## src/rtl/bmult_18x18.sv

```systemverilog
// 18x18 multiplier, one register stage: radix-4 Booth rows, 3:2 CSA tree, final adder.
// Build option: define BMULT_SIGNED_EN for two's-complement operands (default unsigned).
module bmult_18x18 (
  input  logic        clk,
  input  logic        rst,
  input  logic [17:0] A,
  input  logic [17:0] B,
  output logic [35:0] P
);

  localparam int N  = 18;
  localparam int PW = 2 * N;
  localparam int MW = N + 2;
  localparam int NR = 12;

`ifdef BMULT_SIGNED_EN
  localparam int   ND  = 9;
  localparam logic SGN = 1'b1;
`else
  localparam int   ND  = 10;
  localparam logic SGN = 1'b0;
`endif

  // Each row carries an inverted sign bit (+2^19 bias); this constant removes all biases.
  function automatic logic [PW-1:0] sign_k();
    logic [PW-1:0] k;
    k = '0;
    for (int j = 0; j < ND; j++) k = k - (PW'(1) << (MW - 1 + 2 * j));
    return k;
  endfunction

  localparam logic [PW-1:0] SIGN_K = sign_k();

  function automatic logic [PW-1:0] csa_s(input logic [PW-1:0] a, input logic [PW-1:0] b,
                                          input logic [PW-1:0] c);
    return a ^ b ^ c;
  endfunction

  function automatic logic [PW-1:0] csa_c(input logic [PW-1:0] a, input logic [PW-1:0] b,
                                          input logic [PW-1:0] c);
    return ((a & b) | (a & c) | (b & c)) << 1;
  endfunction

  logic [MW-1:0] w_a_ext;
  logic [20:0]   w_bx;
  logic [PW-1:0] w_rows [NR];
  logic [PW-1:0] w_l1 [8];
  logic [PW-1:0] w_l2 [6];
  logic [PW-1:0] w_l3 [4];
  logic [PW-1:0] w_l4 [3];
  logic [PW-1:0] w_l5 [2];
  logic [PW-1:0] w_prod;
  logic [PW-1:0] r_prod_p1;

  assign w_a_ext = {{2{SGN & A[17]}}, A};
  assign w_bx    = {{2{SGN & B[17]}}, B, 1'b0};

  always_comb begin
    logic [2:0]    dig;
    logic [MW-1:0] mult;
    logic [MW-1:0] x;
    logic          neg;
    logic [PW-1:0] cor;
    cor = SIGN_K;
    for (int r = 0; r < NR; r++) w_rows[r] = '0;
    for (int j = 0; j < ND; j++) begin
      dig = w_bx[2*j+2 -: 3];
      case (dig)
        3'b001, 3'b010: begin mult = w_a_ext;      neg = 1'b0; end
        3'b011:         begin mult = w_a_ext << 1; neg = 1'b0; end
        3'b100:         begin mult = w_a_ext << 1; neg = 1'b1; end
        3'b101, 3'b110: begin mult = w_a_ext;      neg = 1'b1; end
        default:        begin mult = '0;           neg = 1'b0; end
      endcase
      x = neg ? ~mult : mult;
      w_rows[j] = PW'({~x[MW-1], x[MW-2:0]}) << (2 * j);
      // Two's-complement +1 of a negated row lands at the row's LSB, below any SIGN_K bit.
      cor[2*j] = neg;
    end
    w_rows[10] = cor;
  end

  // Compression: 12 -> 8 -> 6 -> 4 -> 3 -> 2 rows.
  always_comb begin
    for (int g = 0; g < 4; g++) begin
      w_l1[2*g]   = csa_s(w_rows[3*g], w_rows[3*g+1], w_rows[3*g+2]);
      w_l1[2*g+1] = csa_c(w_rows[3*g], w_rows[3*g+1], w_rows[3*g+2]);
    end
  end

  always_comb begin
    for (int g = 0; g < 2; g++) begin
      w_l2[2*g]   = csa_s(w_l1[3*g], w_l1[3*g+1], w_l1[3*g+2]);
      w_l2[2*g+1] = csa_c(w_l1[3*g], w_l1[3*g+1], w_l1[3*g+2]);
    end
    w_l2[4] = w_l1[6];
    w_l2[5] = w_l1[7];
  end

  always_comb begin
    for (int g = 0; g < 2; g++) begin
      w_l3[2*g]   = csa_s(w_l2[3*g], w_l2[3*g+1], w_l2[3*g+2]);
      w_l3[2*g+1] = csa_c(w_l2[3*g], w_l2[3*g+1], w_l2[3*g+2]);
    end
  end

  always_comb begin
    w_l4[0] = csa_s(w_l3[0], w_l3[1], w_l3[2]);
    w_l4[1] = csa_c(w_l3[0], w_l3[1], w_l3[2]);
    w_l4[2] = w_l3[3];
    w_l5[0] = csa_s(w_l4[0], w_l4[1], w_l4[2]);
    w_l5[1] = csa_c(w_l4[0], w_l4[1], w_l4[2]);
  end

  assign w_prod = w_l5[0] + w_l5[1];

  // Stage p0 -> p1: product register
  always_ff @(posedge clk) begin
    if (rst) r_prod_p1 <= '0;
    else     r_prod_p1 <= w_prod;
  end

  assign P = r_prod_p1;

endmodule

```

## config.mk

```make
export PLATFORM = sky130hd
export DESIGN_NAME = bmult_18x18
export DESIGN_NICKNAME = d
export VERILOG_FILES = /design/src/rtl/bmult_18x18.sv
export SDC_FILE = /design/constraint.sdc
export NUM_CORES = 1
export LEC_CHECK = 0
export CAP_MARGIN = 20
export CORE_MARGIN = 2
export CORE_UTILIZATION = 63
export CTS_CLUSTER_DIAMETER = 120
export DETAILED_ROUTE_END_ITERATION = 10
export PLACE_DENSITY_LB_ADDON = 0.25
export SYNTH_ARGS = -nofsm -noshare
export SYNTH_HDL_FRONTEND = slang
export SYNTH_SLANG_ARGS = --single-unit
```

## constraint.sdc

```tcl
create_clock -name clk -period 8.57 [get_ports clk]
set_input_delay 0.857 -clock clk [delete_from_list [all_inputs] [get_ports clk]]
set_output_delay 0.857 -clock clk [all_outputs]
set_load 0.03 [all_outputs]
```

Word-level counts from Yosys, hierarchy flattened

Index checks and enable logic that the tools add are counted.

Register bits: 36
Latch bits: 0
Memory bits (writable): 0
Memory bits (read-only): 0
Input bits: 38
Logic and storage cells: 190
Memories kept: 0

Add/subtract/negate cells: 1
$mul: 0
Div/mod/pow operators: 0
$lt $le $gt $ge: 0
Eq/ne operators: 51
Shift-type cells: 0
Muxes and demuxes: 28
Bitwise operators: 83
Reductions and logical operators: 26

Operator list:

| operator                                                              | number |
|---|---|
| 35-bit AND                                                            | 11 |
| 35-bit OR                                                             | 10 |
| 19-bit case mux with 2 select lines                                   | 9 |
| 36-bit XOR                                                            | 7 |
| 20-bit 2-to-1 mux                                                     | 9 |
| 20-bit NOT                                                            | 9 |
| 31-bit by 35-bit AND with 35-bit output                               | 3 |
| 3-bit equality test, second input constant                            | 24 |
| 31-bit by 36-bit XOR with 36-bit output                               | 2 |
| 30-bit OR                                                             | 2 |
| 3-bit by 2-bit equality test with 1-bit output, second input constant | 16 |
| 36-bit adder                                                          | 1 |
| 34-bit by 36-bit XOR with 36-bit output                               | 1 |
| 36-bit by 35-bit XOR with 36-bit output                               | 1 |
| 30-bit by 35-bit AND with 35-bit output                               | 1 |
| 32-bit by 35-bit AND with 35-bit output                               | 1 |
| 34-bit by 35-bit AND with 35-bit output                               | 1 |
| 31-bit by 35-bit OR with 35-bit output                                | 1 |
| 34-bit by 35-bit OR with 35-bit output                                | 1 |
| 32-bit by 34-bit AND with 34-bit output                               | 1 |
| 32-bit by 34-bit XOR with 34-bit output                               | 1 |
| 4-bit OR reduction                                                    | 8 |
| 30-bit by 31-bit AND with 31-bit output                               | 1 |
| 30-bit by 31-bit XOR with 31-bit output                               | 1 |
| 27 further kinds                                                      | 67 |

Logic depth before layout (Yosys ltp)

Gate-level depths: netlist of run 1.

Depth in word-level cells: 22
Mapped depth: 25

Least setup slack after synthesis of run 1

OpenSTA, ideal clock, no wires.

Path kind: input to register
Start point: input port B[5]
End point: register r_prod_p1[32], in the netlist P[32]
Setup time: 121 ps
Arrival: 6412 ps
Required time: 8449 ps
Setup slack: 2036 ps
Cell stages on the path: 25
Path through: clkbuf_1 inv_1 ha_1 clkbuf_1 clkbuf_1 a22oi_1 xnor2_1 fa_1 inv_1 fa_1 fa_1 inv_1 fa_1 inv_1 fa_1 inv_1 ha_1 buf_4 and4_1 and3_4 a31oi_4 a21oi_2 nor3_2 o21ba_1 mux2_4

Longest elaborated chain between the ends: 21

RTL lines:

| item                                                                           | RTL line | text |
|---|---|---|
| start: declaration                                                             | 7        | `input logic [17:0] B,` |
| 3-bit equality test (tied with other cells)                                    | 68       | `case (dig)` |
| 4-bit OR reduction (no source line) (tied with other cells)                    | n/a      |  |
| 19-bit case mux with 2 select lines / 1-bit 2-to-1 mux (equally long branches) | 68       |  |
| 20-bit NOT / 20-bit 2-to-1 mux (equally long branches)                         | 75       | `x = neg ? ~mult : mult;` |
| 20-bit 2-to-1 mux / 1-bit NOT (equally long branches)                          | 75, 76   |  |
| 20-bit by 24-bit AND with 24-bit output                                        | 41       | `return ((a & b) \| (a & c) \| (b & c)) << 1;` |
| 22-bit by 24-bit OR with 24-bit output                                         | 41       |  |
| 24-bit OR                                                                      | 41       |  |
| [3 not listed]                                                                 | n/a      |  |
| 30-bit by 31-bit AND with 31-bit output                                        | 41       |  |
| 31-bit by 35-bit OR with 35-bit output                                         | 41       |  |
| 35-bit OR                                                                      | 41       |  |
| 35-bit AND                                                                     | 41       |  |
| 35-bit OR (2 in series)                                                        | 41       |  |
| 35-bit AND                                                                     | 41       |  |
| 35-bit OR (2 in series)                                                        | 41       |  |
| 36-bit adder *                                                                 | 115      | `assign w_prod = w_l5[0] + w_l5[1];` |
| end signal: assignment                                                         | 120      | `else r_prod_p1 <= w_prod;` |
| end: declaration                                                               | 53       | `logic [PW-1:0] r_prod_p1;` |

Mark *: on every way between the ends. The rest lies on a longest branch, timed or not.
A chain may end at the register's enable or synchronous reset.

Final worst setup path of run 1

Start point: input port B[11]
End point: register r_prod_p1[32], in the netlist P[32]

Longest elaborated chain between the ends: 20

RTL lines:

| item                                                                                                    | RTL line |
|---|---|
| 3-bit equality test (tied with other cells)                                                             | 68 |
| 4-bit OR reduction (no source line) / 2-bit OR reduction (equally long branches)                        | n/a |
| 19-bit case mux with 2 select lines                                                                     | 68 |
| 20-bit NOT                                                                                              | 75 |
| 20-bit 2-to-1 mux                                                                                       | 75 |
| 26-bit by 30-bit AND with 30-bit output (tied with other cells)                                         | 41 |
| 28-bit by 30-bit OR with 30-bit output / 34-bit by 35-bit OR with 35-bit output (equally long branches) | 41 |
| 30-bit OR / 35-bit OR (equally long branches)                                                           | 41 |
| [2 not listed]                                                                                          | n/a |
| 30-bit by 35-bit AND with 35-bit output / 35-bit OR (equally long branches)                             | 41 |
| 31-bit by 35-bit OR with 35-bit output / 36-bit XOR (equally long branches)                             | 41, 36 |
| 35-bit OR / 36-bit XOR (equally long branches)                                                          | 41, 36 |
| 35-bit AND                                                                                              | 41 |
| 35-bit OR (2 in series)                                                                                 | 41 |
| 35-bit AND                                                                                              | 41 |
| 35-bit OR (2 in series)                                                                                 | 41 |
| 36-bit adder *                                                                                          | 115 |

Marked as above.

==> results of run 1 <==
==> layer usage <==
metal	track usage [%]	vias up	routed length [um]
met2	50.70	578	14470
met3	5.846	60	3469
met5	0	-	0
met4	8.559	0	852
li1	-	4864	-
met1	47.00	4871	13530
==> stage by stage <==
step | area [um2] | utilization [%] | hold WS (ns) | cells | setup slack [ns]
CTS | 12660 | 69.99 | 1.414 | 1694 | 1.276
global route | 12750 | 70.49 | 1.442 | 1698 | 0.9787
finish | 12750 | 70.49 | 1.411 | 1698 | 1.356
global placement | 12450 | 68.85 | 1.688 | 1683 | 1.040
floorplan | 11680 | - | 1.073 | 1474 | 2.036
detailed placement | 12510 | 69.19 | 1.705 | 1686 | 0.9810
==> cell usage in the layout (no fill, tap or decap), drive strengths merged, types with 4 or more instances in the layout <==
| cell type | synthesis | layout |
|---|---|---|
| fa | 143 | 143 |
| o211ai | 6 | 6 |
| a21o | 11 | 11 |
| a211oi | 27 | 27 |
| dfxtp | 36 | 36 |
| a221oi | 41 | 41 |
| xor2 | 106 | 106 |
| nor2 | 146 | 146 |
| nand3 | 16 | 16 |
| a221o | 5 | 5 |
| o21a | 7 | 7 |
| xnor2 | 72 | 72 |
| a22oi | 59 | 59 |
| a31oi | 8 | 8 |
| a21oi | 43 | 43 |
| nor3b | 4 | 4 |
| a22o | 4 | 4 |
| and3 | 9 | 9 |
| nor2b | 12 | 12 |
| a21boi | 8 | 8 |
| nand4 | 6 | 6 |
| o31ai | 4 | 4 |
| inv | 214 | 214 |
| and2 | 11 | 11 |
| o221ai | 13 | 13 |
| o21ai | 94 | 94 |
| a31o | 4 | 4 |
| ha | 107 | 107 |
| nand2 | 83 | 83 |
| mux2i | 4 | 4 |
| clkdlybuf4s50 | 0 | 73 |
| buf | 32 | 43 |
| nor3 | 11 | 11 |
| mux2 | 4 | 4 |
| clkbuf | 97 | 5 |
==> critical path: cells and delay by family <==
kind | cells | cell delay [ns]
adder cells (fa/ha/maj) | 6 | 2.92
buffers and inverters | 7 | 1.66
AO/OA/AOI/OAI | 7 | 1.32
AND/OR/NAND/NOR | 2 | 0.31
multiplexers | 1 | 0.29
==> layout make-up <==
class | count | area, um2 | share of cell area [%]
clock buffers | 5 | 125.1 | 0.9814
clock inverters | 3 | 18.77 | 0.1472
inverters | 214 | 803.3 | 6.301
multi-input cells | 1095 | 9641 | 75.62
flip-flops and latches | 36 | 720.7 | 5.653
well taps | 229 | 286.5 | 2.248
repair buffers | 116 | 1154 | 9.049
==> Yosys cell counts, types with 5 or more instances <==
| cell type | count |
|---|---|
| buf_2 | 11 |
| a221o_1 | 5 |
| clkbuf_1 | 96 |
| inv_1 | 212 |
| a21o_1 | 7 |
| ha_1 | 107 |
| nor3_1 | 10 |
| nand4_1 | 6 |
| xnor2_1 | 72 |
| o21ai_0 | 93 |
| o21a_1 | 7 |
| nand3_1 | 16 |
| a21oi_1 | 42 |
| nor2_1 | 145 |
| and2_1 | 11 |
| a22oi_1 | 59 |
| a211oi_1 | 27 |
| o221ai_1 | 13 |
| and3_1 | 7 |
| a221oi_1 | 41 |
| a31oi_1 | 7 |
| fa_1 | 143 |
| xor2_1 | 106 |
| a21boi_0 | 6 |
| buf_1 | 19 |
| nand2_1 | 83 |
| nor2b_1 | 12 |
| dfxtp_1 | 36 |
==> cell families after synthesis <==
group	Yosys count	share of synthesized area (%)
flops	36	6.171
compound gates	349	20.69
mux	8	0.7606
simple gates	310	11.73
buf+inv	343	11.32
xor+xnor	178	13.35
fa+ha+maj	250	35.98
==> worst max path at each step <==
| stage | start | endpoint | slack, ns | depth (start not counted) |
|---|---|---|---|---|
| 3_5_place_dp | B[11] | P[32] | 0.98 | 20 |
| 3_3_place_gp | B[11] | P[33] | 1.04 | 20 |
| 6_report | B[11] | P[32] | 1.36 | 23 |
| 5_1_grt | B[11] | P[32] | 0.98 | 23 |
| 4_1_cts | B[11] | P[30] | 1.28 | 20 |
| 2_1_floorplan | B[5] | P[32] | 2.04 | 25 |
==> key figures, run 1 <==
CTS
  – Number of buffers on the longest clock path: 2
  – Maximum level of the CTS H-tree: 2
  – Clk slew on worst S/H paths: around 0.06 ns
  – Total number of clock tree sinks: 36
  – Post-CTS setup buffers: 0
  – Clock tree from TritonCTS: done
  – Clock root buffer master: clkbuf_16
  – Cts-stage hold buffer count: 0
  – Inserted Clock Buffers: 5
  – Number of resized instances in the post-cts repair step: 0

Final layout
  – Layout net count: around 1800
  – Flip-flop count of the largest register after layout: 36
  – Layout cells sized above 1: under 10%
  – Antenna Diode Count: 0
  – Fillcell total: around 1400
  – Area grow syn2layout: 9.160%

Synth
  – Dominant cells by area after synthesis: fa_1 25%, ha_1 11%, xor2_1 7.9%
  – Mean cell area of the mapped netlist: around 8 um2
  – Commonest register cell after synthesis: dfxtp_1
  – Warnings from Yosys: 0
  – Synth area leader: fa_1
  – Asr flop ratio synth: 0%
  – Yosys top cell area share: approximately 25%
  – Library cells used by synthesis: about 70
  – Instance count of the mapped netlist: 1474
  – Number of enable-type register cells in the synthesized netlist: 0
  – Sequential area share after synthesis: slightly above 6%
  – Synth Register Bits: 36
  – Mapped cell area: 11680 um2
  – Synthesized net count: 1762

Floorplan
  – Io pins: 74
  – Effective utilization at floorplan: about 65%
  – Die boundary width: between 100 and 150 um
  – Total Die Area: 19640 um2
  – Site row count: between 40 and 50
  – Die height: ~140 um
  – Placeable Area: about 18000 um2

STA
  – Setup repair after global routing missed its margin: false
  – Least-Margin Pin Slew: approximately 0.96 ns
  – Fmax: roughly 140 MHz
  – Final setup violating endpoints: 0
  – Crit share post-route: 84.17%
  – Final sum of negative setup slack: 0 ns
  – Min Tclk post-route: 7.214 ns
  – Final slew viol count: 0
  – Relative slew slack: a little over a third
  – Number of hold violations in the final report: 0

Setup path
  – Top fanout value on the critical path: 17
  – Critical path start-end classification: input port to register
  – Data arrival at the endpoint of the critical path: roughly 7.4 ns
  – Delay of the slowest cell on the worst path: 0.88 ns
  – Sort of element at the start of the critical path: input port
  – Data required time at the worst endpoint: slightly below 9 ns
  – Critical path, cell by cell: clkdlybuf4s50_1 -> buf_4 -> nor3b_2 -> buf_4 -> a22oi_1 -> o21ai_0 -> fa_1 -> inv_1 -> fa_1 -> fa_1 -> inv_1 -> fa_1 -> inv_1 -> fa_1 -> inv_1 -> ha_1 -> a21oi_1 -> o21ai_0 -> a21oi_1 -> a21oi_2 -> nor3_2 -> o21ba_1 -> mux2_4
  – Dominant cell type by count on the critical path: fa_1
  – Critical Path Slowest Stage Cell: clkdlybuf4s50_1
  – Critical path endpoint category: register

Route
  – DRT iter0 DRCs: ~1200
  – Post-detailed-route DRC marker count: 8
  – Drt wl/cell: 19.04 um
  – Count of TritonRoute iterations in the first routing pass: 10
  – DR vias: 10370
  – Routed wire length: ~32000 um
  – Post-detailed-route via-to-cell ratio: slightly above 6
  – Number of routed nets with antenna violations: 0

Global route
  – Global-route usage over all layers: approximately 33%
  – Number of antenna violations at the first check in global routing: 0
  – Grt total ovfl: 0
  – Vias in the first global route: ~9600
  – Maximum number of pins on one net before global-route repair: between 40 and 50
  – Wire length of the first global-routing pass: 51410 um

Run status
  – Violated checks: design-rule violations
  – Result of the run: complete, but fails checks

Run
  – Max-cap viol count: 0

Min path
  – Instance count along the most critical hold path: 3
  – Hold path startpoint: rst
  – Type of the most critical hold path: input port to register
  – Hold EP: P[27]

Placement
  – I/O Buffers: 73
  – Placer congestion estimate: roughly 0.96
  – Detail Placement HPWL: 24820 um
Power of run 1 is left out: the tool's default activity adds up to more than one toggle a clock period on the data nets, which glitch-free logic cannot reach.
==> inputs of run 2 (changes only) <==
- clock period: 8.57 -> 7.39 ns (I/O delays scaled with it)
==> key figures, run 2 (synthesis results as in run 1) <==
Global route
  – Number of antenna violations at the first check in global routing: 0
  – Global-route usage over all layers: ~33%
  – Wire length of the first global-routing pass: ~52000 um
  – Grt total ovfl: 0
  – Maximum number of pins on one net before global-route repair: 43
  – Vias in the first global route: approximately 9800

CTS
  – Clk slew on worst S/H paths: ~0.06 ns
  – Inserted Clock Buffers: 5
  – Clock tree from TritonCTS: done
  – Total number of clock tree sinks: 36
  – Clock root buffer master: clkbuf_16
  – Number of buffers on the longest clock path: 2
  – Post-CTS setup buffers: 0
  – Maximum level of the CTS H-tree: 2
  – Number of resized instances in the post-cts repair step: 0
  – Cts-stage hold buffer count: 0

STA
  – Relative slew slack: between 20% and 30%
  – Crit share post-route: between 90% and 100%
  – Final sum of negative setup slack: 0 ns
  – Final Worst Setup Slack: 0.3157 ns
  – Final setup violating endpoints: 0
  – Number of hold violations in the final report: 0
  – Setup repair after global routing missed its margin: false
  – Min Tclk post-route: just over 7 ns
  – Final slew viol count: 0
  – Fmax: ~140 MHz
  – Least-Margin Pin Slew: around 1.2 ns

Setup path
  – Sort of element at the start of the critical path: input port
  – Top fanout value on the critical path: 21
  – Delay of the slowest cell on the worst path: 0.94 ns
  – Critical path start-end classification: input port to register
  – Dominant cell type by count on the critical path: fa_1
  – First element of the critical path: B[13]
  – Critical path, cell by cell: clkdlybuf4s50_1 -> buf_4 -> nor2_1 -> a211oi_1 -> fa_1 -> inv_1 -> fa_1 -> inv_1 -> fa_1 -> fa_1 -> fa_1 -> inv_1 -> ha_1 -> a21oi_1 -> o21ai_0 -> a21oi_1 -> a21oi_2 -> nor3_2 -> o21ba_1 -> mux2_4
  – Worst setup path endpoint: P[32]
  – Data required time at the worst endpoint: approximately 7.6 ns
  – Critical Path Slowest Stage Cell: nor2_1
  – Data arrival at the endpoint of the critical path: 7.25 ns
  – Critical path endpoint category: register

Final layout
  – Layout net count: approximately 1800
  – Area used by multi-input combinational logic: just under 10000 um2
  – Fillcell total: 1459
  – Antenna Diode Count: 0
  – Layout cells sized above 1: 6.644%
  – Post-layout util: 70.94%
  – Most common library cell in the layout ignoring fill and taps: inv_1
  – Final cell area excluding filler cells: between 10000 and 15000 um2
  – Top library cells by usage in the layout, fill and taps aside: 212 x inv_1, 145 x nor2_1, 143 x fa_1, 107 x ha_1, 106 x xor2_1
  – Area used by sequential logic in the layout: about 720 um2
  – Area grow syn2layout: 9.868%
  – Flip-flop count of the largest register after layout: 36

Min path
  – Instance count along the most critical hold path: 3
  – Type of the most critical hold path: input port to register

Route
  – Post-detailed-route DRC marker count: 8
  – Post-detailed-route via-to-cell ratio: approximately 6.2
  – Routed wire length: approximately 33000 um
  – DR vias: about 11000
  – DRT iter0 DRCs: roughly 1300
  – Highest metal layer used by the detailed router: met4
  – Routed wire length on met2: approximately 14000 um
  – Detailed-routing wirelength on met1: 13850 um
  – Wire length on met3: between 3000 and 4000 um
  – Drt wl/cell: slightly below 20 um
  – Number of routed nets with antenna violations: 0
  – Count of TritonRoute iterations in the first routing pass: 11

Run
  – Max-cap viol count: 0

Floorplan
  – Effective utilization at floorplan: 64.57%
  – Placeable Area: around 18000 um2
  – Total Die Area: between 15000 and 20000 um2
  – Die height: between 100 and 150 um
  – Io pins: 74
  – Site row count: 49
  – Die boundary width: around 140 um

Run status
  – Violated checks: design-rule violations
  – Result of the run: complete, but fails checks

Placement
  – Placer congestion estimate: ~1
  – Detail Placement HPWL: ~26000 um
  – Place WS: around 0.16 ns
  – Area of placed instances: about 13000 um2
  – I/O Buffers: 73
run 2: changes by cell type in the layout (fill, tap and decap cells not counted):
cell / before / now
clkinv_2: 2 / 1
clkbuf_8: 0 / 1
buf_6: 0 / 1
buf_4: 38 / 62
clkinv_4: 1 / 0
buf_12: 0 / 1
buf_16: 5 / 0
inv_6: 0 / 1
run 2: area by class of cell:
type                            count  share of cell area, %
Clock inverter                      2                 0.1073
Multi-Input combinational cell   1095                  75.13
Clock buffer                        6                  1.082
Timing Repair Buffer              137                  9.566
Inverter                          214                  6.260
Sequential cell                    36                  5.617
Tap cell                          229                  2.233
run 2: metrics by stage:
step           hold slack [ns]  instances
6_report                 1.279       1719
5_1_grt                  1.336       1719
4_1_cts                  1.284       1719
3_5_place_dp             1.583       1711
3_3_place_gp             1.568       1710
2_1_floorplan           0.9549       1474
run 2: per-layer routing:
| layer | vias up | global-route usage (%) |
|---|---|---|
| li1 | 4909 | - |
| met1 | 4979 | 46.74 |
| met2 | 618 | 51.42 |
| met3 | 93 | 7.009 |
| met4 | 0 | 11.64 |
| met5 | - | 0 |
run 2: worst min-delay path by stage:
stage / from / end / slack (ns)
floorplan: rst / P[1] / 0.95
global placement: rst / P[27] / 1.57
detailed placement: rst / P[33] / 1.58
CTS: rst / P[33] / 1.28
global route: rst / P[25] / 1.34
finish: rst / P[33] / 1.28
run 2: worst max-delay path: cells and delay by family:
family          cells  cell delay (ns)
fa+ha+maj           6             2.90
buf+inv             5             0.95
simple gates        2             1.20
mux                 1             0.30
compound gates      6             1.18
Power of run 2 is left out for the same reason.
